===== config.mk =====
export PLATFORM = sky130hd
export DESIGN_NAME = entropy_src_hw_if_req
export DESIGN_NICKNAME = d
export VERILOG_FILES = /design/src/rtl/entropy_src_pkg.sv /design/src/rtl/entropy_src_hw_if_req_tmr.sv /design/src/rtl/entropy_src_hw_if_req.sv
export SDC_FILE = /design/constraint.sdc
export NUM_CORES = 1
export LEC_CHECK = 0
export ABC_AREA = 1
export BUFFER_PORTS_ARGS = -buffer_cell sky130_fd_sc_hd__clkbuf_2
export CORE_AREA = 8 8 303 305
export CTS_CLUSTER_SIZE = 25
export DETAILED_ROUTE_END_ITERATION = 6
export DIE_AREA = 0 0 311 313
export PLACE_DENSITY = 0.51
export SLEW_MARGIN = 20
export SYNTH_ARGS = -nofsm -noshare
export SYNTH_HDL_FRONTEND = slang
export SYNTH_SLANG_ARGS = --single-unit

===== constraint.sdc =====
create_clock -name clk_i -period 3 [get_ports clk_i]
set_clock_uncertainty 0.05 [all_clocks]
set_input_delay 0.3 -clock clk_i [delete_from_list [all_inputs] [get_ports clk_i]]
set_output_delay 0.3 -clock clk_i [all_outputs]
set_load 0.01 [all_outputs]

===== src/rtl/entropy_src_pkg.sv =====
// Shared types and constants for the entropy_src hardware interface requester.
package entropy_src_pkg;

  localparam int unsigned CSRNG_BUS_WIDTH = 384;
  localparam int unsigned DupChkW         = 64;

  typedef struct packed {
    logic es_req;
  } entropy_src_hw_if_req_t;

  typedef struct packed {
    logic                       es_ack;
    logic [CSRNG_BUS_WIDTH-1:0] es_bits;
    logic                       es_fips;
  } entropy_src_hw_if_rsp_t;

  // Sparse encodings, pairwise Hamming distance >= 3.
  typedef enum logic [4:0] {
    StIdle = 5'b00000,
    StReq  = 5'b00111,
    StHold = 5'b11001,
    StErr  = 5'b11110
  } req_state_e;

endpackage


===== src/rtl/entropy_src_hw_if_req_tmr.sv =====
// Per-request timeout counter: saturating up-counter with clear/load and an
// expire flag raised on the last allowed cycle (threshold 0 never expires).
module entropy_src_hw_if_req_tmr #(
  parameter int unsigned TimeoutW = 16
) (
  input  logic                clk_i,
  input  logic                rst_ni,
  input  logic                clr_i,
  input  logic                load_i,
  input  logic [TimeoutW-1:0] load_val_i,
  input  logic                inc_i,
  input  logic [TimeoutW-1:0] thresh_i,
  output logic                expire_o
);

  logic [TimeoutW-1:0] cnt_q, cnt_d;

  always_comb begin
    cnt_d = cnt_q;
    if (clr_i) begin
      cnt_d = '0;
    end else if (load_i) begin
      cnt_d = load_val_i;
    end else if (inc_i && (cnt_q != '1)) begin
      cnt_d = cnt_q + 1'b1;
    end
  end

  always_ff @(posedge clk_i or negedge rst_ni) begin
    if (!rst_ni) begin
      cnt_q <= '0;
    end else begin
      cnt_q <= cnt_d;
    end
  end

  assign expire_o = (thresh_i != '0) && (cnt_q == thresh_i - 1'b1);

endmodule


===== src/rtl/entropy_src_hw_if_req.sv =====
// Requester side of the entropy_src hardware interface with a one-entry seed buffer.
// Optional duplicate-seed check enabled by ENTROPY_SRC_HW_IF_REQ_DUP_CHK_EN.
module entropy_src_hw_if_req
  import entropy_src_pkg::*;
#(
  parameter int unsigned SeedW    = CSRNG_BUS_WIDTH,
  parameter int unsigned TimeoutW = 16,
  parameter logic        Prefetch = 1'b0
) (
  input  logic                   clk_i,
  input  logic                   rst_ni,
  input  logic                   enable_i,
  input  logic                   seed_req_i,
  input  logic [TimeoutW-1:0]    timeout_thresh_i,
  output entropy_src_hw_if_req_t entropy_src_hw_if_o,
  input  entropy_src_hw_if_rsp_t entropy_src_hw_if_i,
  output logic                   seed_valid_o,
  input  logic                   seed_ready_i,
  output logic [SeedW-1:0]       seed_o,
  output logic                   seed_fips_o,
  output logic                   busy_o,
  output logic                   timeout_err_o,
  output logic                   dup_err_o
);

  req_state_e       state_q, state_d;
  logic             req_q, vld_q, busy_q, terr_q, terr_d;
  logic [SeedW-1:0] seed_q, seed_d;
  logic             fips_q, fips_d;
  logic             ack, dup, expire, tmr_clr, tmr_inc;

  assign ack = entropy_src_hw_if_i.es_ack;

  entropy_src_hw_if_req_tmr #(
    .TimeoutW(TimeoutW)
  ) u_tmr (
    .clk_i     (clk_i),
    .rst_ni    (rst_ni),
    .clr_i     (tmr_clr),
    .load_i    (1'b0),
    .load_val_i('0),
    .inc_i     (tmr_inc),
    .thresh_i  (timeout_thresh_i),
    .expire_o  (expire)
  );

  always_comb begin
    state_d = state_q;
    seed_d  = seed_q;
    fips_d  = fips_q;
    terr_d  = terr_q;
    tmr_clr = 1'b1;
    tmr_inc = 1'b0;
    case (state_q)
      StIdle: begin
        if ((seed_req_i || Prefetch) && !terr_q) state_d = StReq;
      end
      StReq: begin
        tmr_clr = 1'b0;
        tmr_inc = 1'b1;
        if (ack) begin
          // A duplicate stays in Req with a fresh timeout window.
          tmr_clr = 1'b1;
          if (!dup) begin
            seed_d  = entropy_src_hw_if_i.es_bits[SeedW-1:0];
            fips_d  = entropy_src_hw_if_i.es_fips;
            state_d = StHold;
          end
        end else if (expire) begin
          terr_d  = 1'b1;
          state_d = StErr;
        end
      end
      StHold: begin
        if (seed_ready_i) begin
          seed_d  = '0;
          fips_d  = 1'b0;
          state_d = (seed_req_i || Prefetch) ? StReq : StIdle;
        end
      end
      StErr: ;
      default: begin
        state_d = StErr;
        terr_d  = 1'b1;
        seed_d  = '0;
        fips_d  = 1'b0;
      end
    endcase
    if (!enable_i) begin
      state_d = StIdle;
      seed_d  = '0;
      fips_d  = 1'b0;
      terr_d  = 1'b0;
      tmr_clr = 1'b1;
      tmr_inc = 1'b0;
    end
  end

  // Handshake outputs are registered copies of the next state.
  always_ff @(posedge clk_i or negedge rst_ni) begin
    if (!rst_ni) begin
      state_q <= StIdle;
      req_q   <= 1'b0;
      vld_q   <= 1'b0;
      busy_q  <= 1'b0;
      terr_q  <= 1'b0;
      seed_q  <= '0;
      fips_q  <= 1'b0;
    end else begin
      state_q <= state_d;
      req_q   <= (state_d == StReq);
      vld_q   <= (state_d == StHold);
      busy_q  <= (state_d == StReq);
      terr_q  <= terr_d;
      seed_q  <= seed_d;
      fips_q  <= fips_d;
    end
  end

`ifdef ENTROPY_SRC_HW_IF_REQ_DUP_CHK_EN
  logic [DupChkW-1:0] last_q;
  logic               last_vld_q, derr_q, take, dup_hit;

  assign dup     = last_vld_q && (entropy_src_hw_if_i.es_bits[DupChkW-1:0] == last_q);
  assign take    = enable_i && (state_q == StReq) && ack && !dup;
  assign dup_hit = enable_i && (state_q == StReq) && ack && dup;

  always_ff @(posedge clk_i or negedge rst_ni) begin
    if (!rst_ni) begin
      last_q     <= '0;
      last_vld_q <= 1'b0;
      derr_q     <= 1'b0;
    end else if (!enable_i) begin
      last_q     <= '0;
      last_vld_q <= 1'b0;
      derr_q     <= 1'b0;
    end else begin
      if (take) begin
        last_q     <= entropy_src_hw_if_i.es_bits[DupChkW-1:0];
        last_vld_q <= 1'b1;
      end
      if (dup_hit) derr_q <= 1'b1;
    end
  end

  assign dup_err_o = derr_q;
`else
  assign dup       = 1'b0;
  assign dup_err_o = 1'b0;
`endif

  assign entropy_src_hw_if_o.es_req = req_q;
  assign seed_valid_o  = vld_q;
  assign seed_o        = seed_q;
  assign seed_fips_o   = fips_q;
  assign busy_o        = busy_q;
  assign timeout_err_o = terr_q;

endmodule


* Word-level counts from Yosys, hierarchy flattened *
Index checks and enable logic that the tools add are counted.

word-level totals
  bits in registers = 409
  input bits = 407
  word-level logic and storage cells = 59

cells by class
  add/sub/neg operators = 2
  equality and inequality tests = 13
  mux-type cells = 26
  reduce and logical (&&, ||, !) cells = 11

operators by type and width
  cell                                                                  count
  384-bit 2-to-1 mux                                                    3
  384-bit one-hot mux with 3 select lines                               1
  16-bit 2-to-1 mux                                                     2
  5-bit 2-to-1 mux                                                      5
  5-bit one-hot mux with 4 select lines                                 1
  16-bit by 1-bit adder with 16-bit output, second input constant       1
  16-bit == test                                                        1
  16-bit != test, second input constant                                 1
  16-bit nonzero test                                                   1
  16-bit by 1-bit subtractor with 16-bit output, second input constant  1
  5-bit == test, second input constant                                  3
  3-bit != test, second input constant                                  4
  1-bit 2-to-1 mux                                                      11
  5-bit by 3-bit == test with 1-bit output, second input constant       2
  3-bit AND reduction                                                   2
  5-bit zero test                                                       1
  2-bit != test, second input constant                                  2
  1-bit logical AND                                                     3
  3-bit 2-to-1 mux                                                      1
  1-bit one-hot mux with 3 select lines                                 1
  3-bit OR reduction                                                    1
  1-bit one-hot mux with 2 select lines                                 1
  2-bit nonzero test                                                    1
  2-bit OR reduction                                                    1
  1-bit zero test                                                       1

* Depth between registers and ports, before layout *
  word-level depth = 8
  mapped depth = 16
  gate-level depth less buffers = 16

* Hierarchy *
Synthesis repeated with hierarchy kept, for this count alone.

second synthesis, totals
  cell total of the unflattened synthesis = 2899
  area, all modules = 20613.5 µm²

by module, submodules not included
  module                     times used  cells each  area an instance (µm²)  sequential area each (µm²)
  entropy_src_hw_if_req      1           2568        18746.7                 9834.4
  entropy_src_hw_if_req_tmr  1           331         1866.8                  400.4

* Worst setup path after synthesis *
No wires, ideal clock.

  path kind = register to register
  start point = register u_tmr.cnt_q[0]
  end point = register u_tmr.cnt_q[15]
  data arrival time = 1.661 ns
  required time = 2.831 ns
  slack = 1.170 ns
  cell stages (with the launch flop) = 16
  path buffers = 0
  period minus slack after synthesis = 1.830 ns
  path through = dfrtp_1 ha_1 nand2_1 nor2_2 inv_1 nor2_2 nand2_1 nor2_1 nand2_2 nand2_2 nor2_1 nand2_2 nor2_1 nand3_1 nand2_1 nor2_1

between the ends
  longest elaborated chain between the ends = 3
  elaborated cells on any way between the ends = 6
  classes of those cells = 1 x add/sub; 1 x eq/ne; 2 x mux; 2 x reduce/logical

ends and longest elaborated chain
  item                                                                               line                                                              source
  from (decl)                                                                        entropy_src_hw_if_req_tmr.sv:16                                   logic [TimeoutW-1:0] cnt_q, cnt_d;
  from (signal assigned)                                                             entropy_src_hw_if_req_tmr.sv:33                                   cnt_q <= cnt_d;
  16-bit by 1-bit adder with 16-bit output / 16-bit != test (equally long branches)  entropy_src_hw_if_req_tmr.sv:25, entropy_src_hw_if_req_tmr.sv:24
  16-bit 2-to-1 mux / 1-bit logical AND (equally long branches)                      entropy_src_hw_if_req_tmr.sv:24                                   end else if (inc_i && (cnt_q != '1)) begin
  16-bit 2-to-1 mux / 2-bit nonzero test (equally long branches)                     --

Parallel ways exist; a longest one is shown, timed or not. The select of a mux whose other input is x is not followed.
A chain may end at the register's enable or synchronous reset.

* Final worst setup path *
  start point = register state_q[3]
  end point = register seed_q[6], in the netlist seed_o[6]

between the ends
  longest elaborated chain between the ends = 4
  elaborated cells on any way between the ends = 11
  classes of those cells = 6 x eq/ne; 2 x mux; 3 x reduce/logical

ends and longest elaborated chain
  item                                                                             line                          source
  from (decl)                                                                      entropy_src_hw_if_req.sv:26   req_state_e state_q, state_d;
  from (signal assigned)                                                           entropy_src_hw_if_req.sv:102  state_q <= StIdle;
  from (signal assigned)                                                           entropy_src_hw_if_req.sv:110  state_q <= state_d;
  5-bit == test / 5-bit zero test (equally long branches)                          entropy_src_hw_if_req.sv:54   case (state_q)
  2-bit OR reduction (no line)                                                     --
  384-bit one-hot mux with 3 select lines / 2-bit != test (equally long branches)  --
  384-bit 2-to-1 mux / 3-bit AND reduction (equally long branches)                 --
  to (signal assigned)                                                             entropy_src_hw_if_req.sv:107  seed_q <= '0;
  to (signal assigned)                                                             entropy_src_hw_if_req.sv:115  seed_q <= seed_d;
  to (decl)                                                                        entropy_src_hw_if_req.sv:28   logic [SeedW-1:0] seed_q, seed_d;

Parallel ways exist; a longest one is shown, timed or not.

==> out/qor.json <==
{
  "floorplan": {
    "floorplan.initialDensity_pct": 19.6,
    "die-height_um": 313,
    "coreArea_um2": 87300,
    "die_w_um": 311,
    "top_level_ports": 797,
    "rows": 109,
    "die_area_um2": 97300
  },
  "placement": {
    "dpl_cell_area_um2": 22400,
    "count_of_port_buffers_added_during_placement": 795,
    "placed_wire_length_estimate_after_detailed_placement_mm": 51.8,
    "routabilityCongestion": 0.839,
    "placedCellCount": 3868
  },
  "cells_and_area": {
    "layout.area.seq_um2": 10200,
    "finish.net_count": 3546,
    "area_growth_syn_to_layout_pct": 63.3,
    "finish.instance_area_um2": 27900,
    "fillCellCount": 9072,
    "drive_above_1_share_pct": 29.4,
    "stdcell_count": 4345,
    "multi_input_area_um2": 5990
  },
  "drt": {
    "ant_nets": 0,
    "route.detailed.wl_per_inst_um": 16.4,
    "routed-via-count": 17674,
    "drt_drc_violations_left": 0,
    "starting_drc_count_in_detailed_routing": 1052,
    "route.final.wire_length_mm": 71.4,
    "vias_per_cell": 4.07,
    "dr.pass1.iters": 4
  },
  "setup_path": {
    "crit_slowest_cell": "sky130_fd_sc_hd__buf_12",
    "delay_of_the_slowest_cell_on_the_worst_path_ns": 0.55,
    "crit_type": "reg2reg",
    "worstPathMaxFanout": 208,
    "worst_ep_required_time_ns": 3.37,
    "timing.critical_path.to_type": "flip-flop",
    "critical_path_arrival_ns": 2.93,
    "crit_path_cell_trace": "nor2_2, nand4_4, nor2_8, nand2_4, nand2_8, buf_12, o21ai_0",
    "crit_path_start_kind": "flip-flop"
  },
  "timing": {
    "max-slew-margin-rel_pct": 35.8,
    "fin_crit_sh_pct": 85.4,
    "slew_at_the_pin_with_the_worst_max_slew_slack_ns": 0.963,
    "final_setup_violations": 0,
    "timing_max_transition_violations_final": 0,
    "timing.final.hold_violations": 0,
    "finalSetupTns_ns": 0,
    "clock.fmax_ghz": 0.390,
    "rsz0062_at_grt": "no",
    "final_period_minus_worst_setup_slack_ns": 2.56
  },
  "logic_synthesis": {
    "synth-edff-count": 0,
    "yosys_most_used_dff": "sky130_fd_sc_hd__dfrtp_1",
    "ys_seq_area_share_pct": 60.0,
    "ys_ff_latch": 409,
    "mean_instance_size_in_the_synthesized_netlist_um2": 8.54,
    "synth_commonest_cells": "sky130_fd_sc_hd__nand2_1, sky130_fd_sc_hd__dfrtp_1, sky130_fd_sc_hd__o21ai_1, sky130_fd_sc_hd__o21ai_0, sky130_fd_sc_hd__inv_1",
    "yosysWarningCount": 0,
    "ys_top_cells_by_area": "sky130_fd_sc_hd__dfrtp_1, sky130_fd_sc_hd__nand2_1, sky130_fd_sc_hd__o21ai_1, sky130_fd_sc_hd__o21ai_0, sky130_fd_sc_hd__buf_2",
    "ys_async_sr_fraction_pct": 100,
    "synthesis.nets": 2407,
    "synth_largest_area_cell": "sky130_fd_sc_hd__dfrtp_1",
    "post_synth_instance_area_um2": 17100,
    "synth_cells": 1998,
    "synth.most_common_cell": "sky130_fd_sc_hd__nand2_1",
    "synth_top_cell_area_share_pct": 60.0,
    "synth_cell_type_count": 31
  },
  "run": {
    "cap_viol_max_count": 0
  },
  "global_route": {
    "globalRouteTotalUtil_pct": 13.9,
    "grt_max_degree": 209,
    "vias_in_the_first_global_route": 18353,
    "grt_antenna_before_repair": 4,
    "grt_pass1_wl_mm": 109,
    "total_global_routing_overflow": 0
  },
  "pwr": {
    "vdd_ir_drop_max_mv": 0.343,
    "p_per_area_nw_per_um2": 461,
    "fin_total_pwr_mw": 12.8,
    "p_leak_nw": 13.7
  },
  "cts": {
    "cts_tree": "yes",
    "cts-root-buf": "sky130_fd_sc_hd__clkbuf_16",
    "cts.sink_count": 409,
    "ctsLongestPathBuffers": 3,
    "cts.htree.levels": 2,
    "cts_buffers": 49,
    "post_cts.resized_instances": 0,
    "insertion_delay_of_the_later_clocked_pin_in_the_worst_skew_pair_ns": 0.57,
    "clk_transition_reported_paths_ns": 0.06
  },
  "min_path": {
    "hold_crit_class": "in2reg"
  },
  "outcome": {
    "status": "completed"
  }
}
==> metal layers <==
| layer | global-route usage, % | share of wire, % | wire length [µm] | vias up |
|---|---|---|---|---|
| met3 | 4.12 | 7.1 | 5090 | 189 |
| met5 | 0 | 0.036 | 26 | - |
| met2 | 23.4 | 48 | 34100 | 684 |
| met4 | 6.60 | 4.9 | 3490 | 4 |
| li1 | - | - | - | 8680 |
| met1 | 16.3 | 40 | 28700 | 8117 |
==> final timing paths <==
path | from | end | slack (ns) | cells past startpoint
worst max-delay path | state_q[3] | seed_o[6] | 0.44 | 7
worst min-delay path | entropy_src_hw_if_i[36] | seed_o[35] | 0.05 | 3
worst max register to register | state_q[3] | seed_o[6] | 0.44 | 7
worst min register to register | seed_o[352] | seed_o[352] | 0.43 | 2
max in group asynchronous | rst_ni | seed_o[78] | 1.63 | 4
min in group asynchronous | rst_ni | seed_o[188] | 0.31 | 2
==> cells in the final DEF (no fill, tap or decap), types with 5 or more instances in the layout <==
cell type	synthesis	routed
sky130_fd_sc_hd__o21ai_0	98	98
sky130_fd_sc_hd__o21ai_1	303	303
sky130_fd_sc_hd__dlygate4sd3_1	0	383
sky130_fd_sc_hd__inv_1	65	65
sky130_fd_sc_hd__xnor2_1	5	5
sky130_fd_sc_hd__dfrtp_1	409	409
sky130_fd_sc_hd__clkbuf_2	0	794
sky130_fd_sc_hd__clkbuf_1	52	8
sky130_fd_sc_hd__nor2_1	46	46
sky130_fd_sc_hd__nand3_1	25	25
sky130_fd_sc_hd__nand4_1	8	8
sky130_fd_sc_hd__buf_4	12	29
sky130_fd_sc_hd__nand2_1	862	862
sky130_fd_sc_hd__clkbuf_16	0	49
sky130_fd_sc_hd__clkbuf_8	0	16
sky130_fd_sc_hd__nor2_2	7	7
sky130_fd_sc_hd__a21oi_1	13	13
sky130_fd_sc_hd__buf_12	0	11
sky130_fd_sc_hd__clkinv_2	0	10
==> cell type report <==
| class | count | share of cell area, % |
|---|---|---|
| Inverter | 65 | 0.875 |
| Clock buffer | 73 | 5.30 |
| Tap cell | 1165 | 5.23 |
| Sequential cell | 409 | 36.7 |
| Timing Repair Buffer | 1218 | 29.6 |
| Clock inverter | 19 | 0.736 |
| Antenna cell | 2 | 0.0180 |
| Multi-Input combinational cell | 1394 | 21.5 |
==> report_power, final <==
group | switching, mW | total [mW] | internal, mW
clock network | 2.47 | 6.14 | 3.67
registers | 0.00903 | 5.54 | 5.53
logic | 0.564 | 1.16 | 0.597
==> cells by family (layout without fill, tap and decap cells) <==
family / count (synthesis) / after routing / share of synthesized area [%]
compound gates: 417 / 417 / 12.3
xor+xnor: 9 / 9 / 0.462
buf+inv: 195 / 1375 / 5.06
flops: 409 / 409 / 60.0
fa+ha+maj: 2 / 2 / 0.147
simple gates: 965 / 965 / 22.1
other cells: 1 / 3 / 0.0220
==> repair_timing <==
item                                   CTS  global route
setup endpoints to repair                0             0
hold buffers                           383             0
buffers inserted                         0             0
endpoints found under the hold margin  443             0
==> critical path: cells and delay by family (launching register included) <==
| kind | cells | cell delay, ns |
|---|---|---|
| simple gates | 5 | 0.96 |
| buf+inv | 1 | 0.55 |
| flops | 1 | 0.38 |
| compound gates | 1 | 0.20 |
==> sequential cells by signal, summed over array words and instances (netlist names) <==
name	flops
seed_o	384
u_tmr.cnt_q	16
state_q	5
busy_o	1
seed_fips_o	1
seed_valid_o	1
timeout_err_o	1
==> through the flow <==
| stage | setup slack [ns] | util (%) | hold slack (ns) |
|---|---|---|---|
| 2_1_floorplan | 1.17 | - | -0.0456 |
| 3_3_place_gp | 0.562 | 25.6 | 0.343 |
| 3_5_place_dp | 0.489 | 25.6 | 0.344 |
| 4_1_cts | 0.486 | 31.9 | 0.0244 |
| 5_1_grt | 0.230 | 31.9 | 0.0659 |
| 6_report | 0.437 | 31.9 | 0.0494 |
Note: power is estimated with default switching activity, not from simulation.
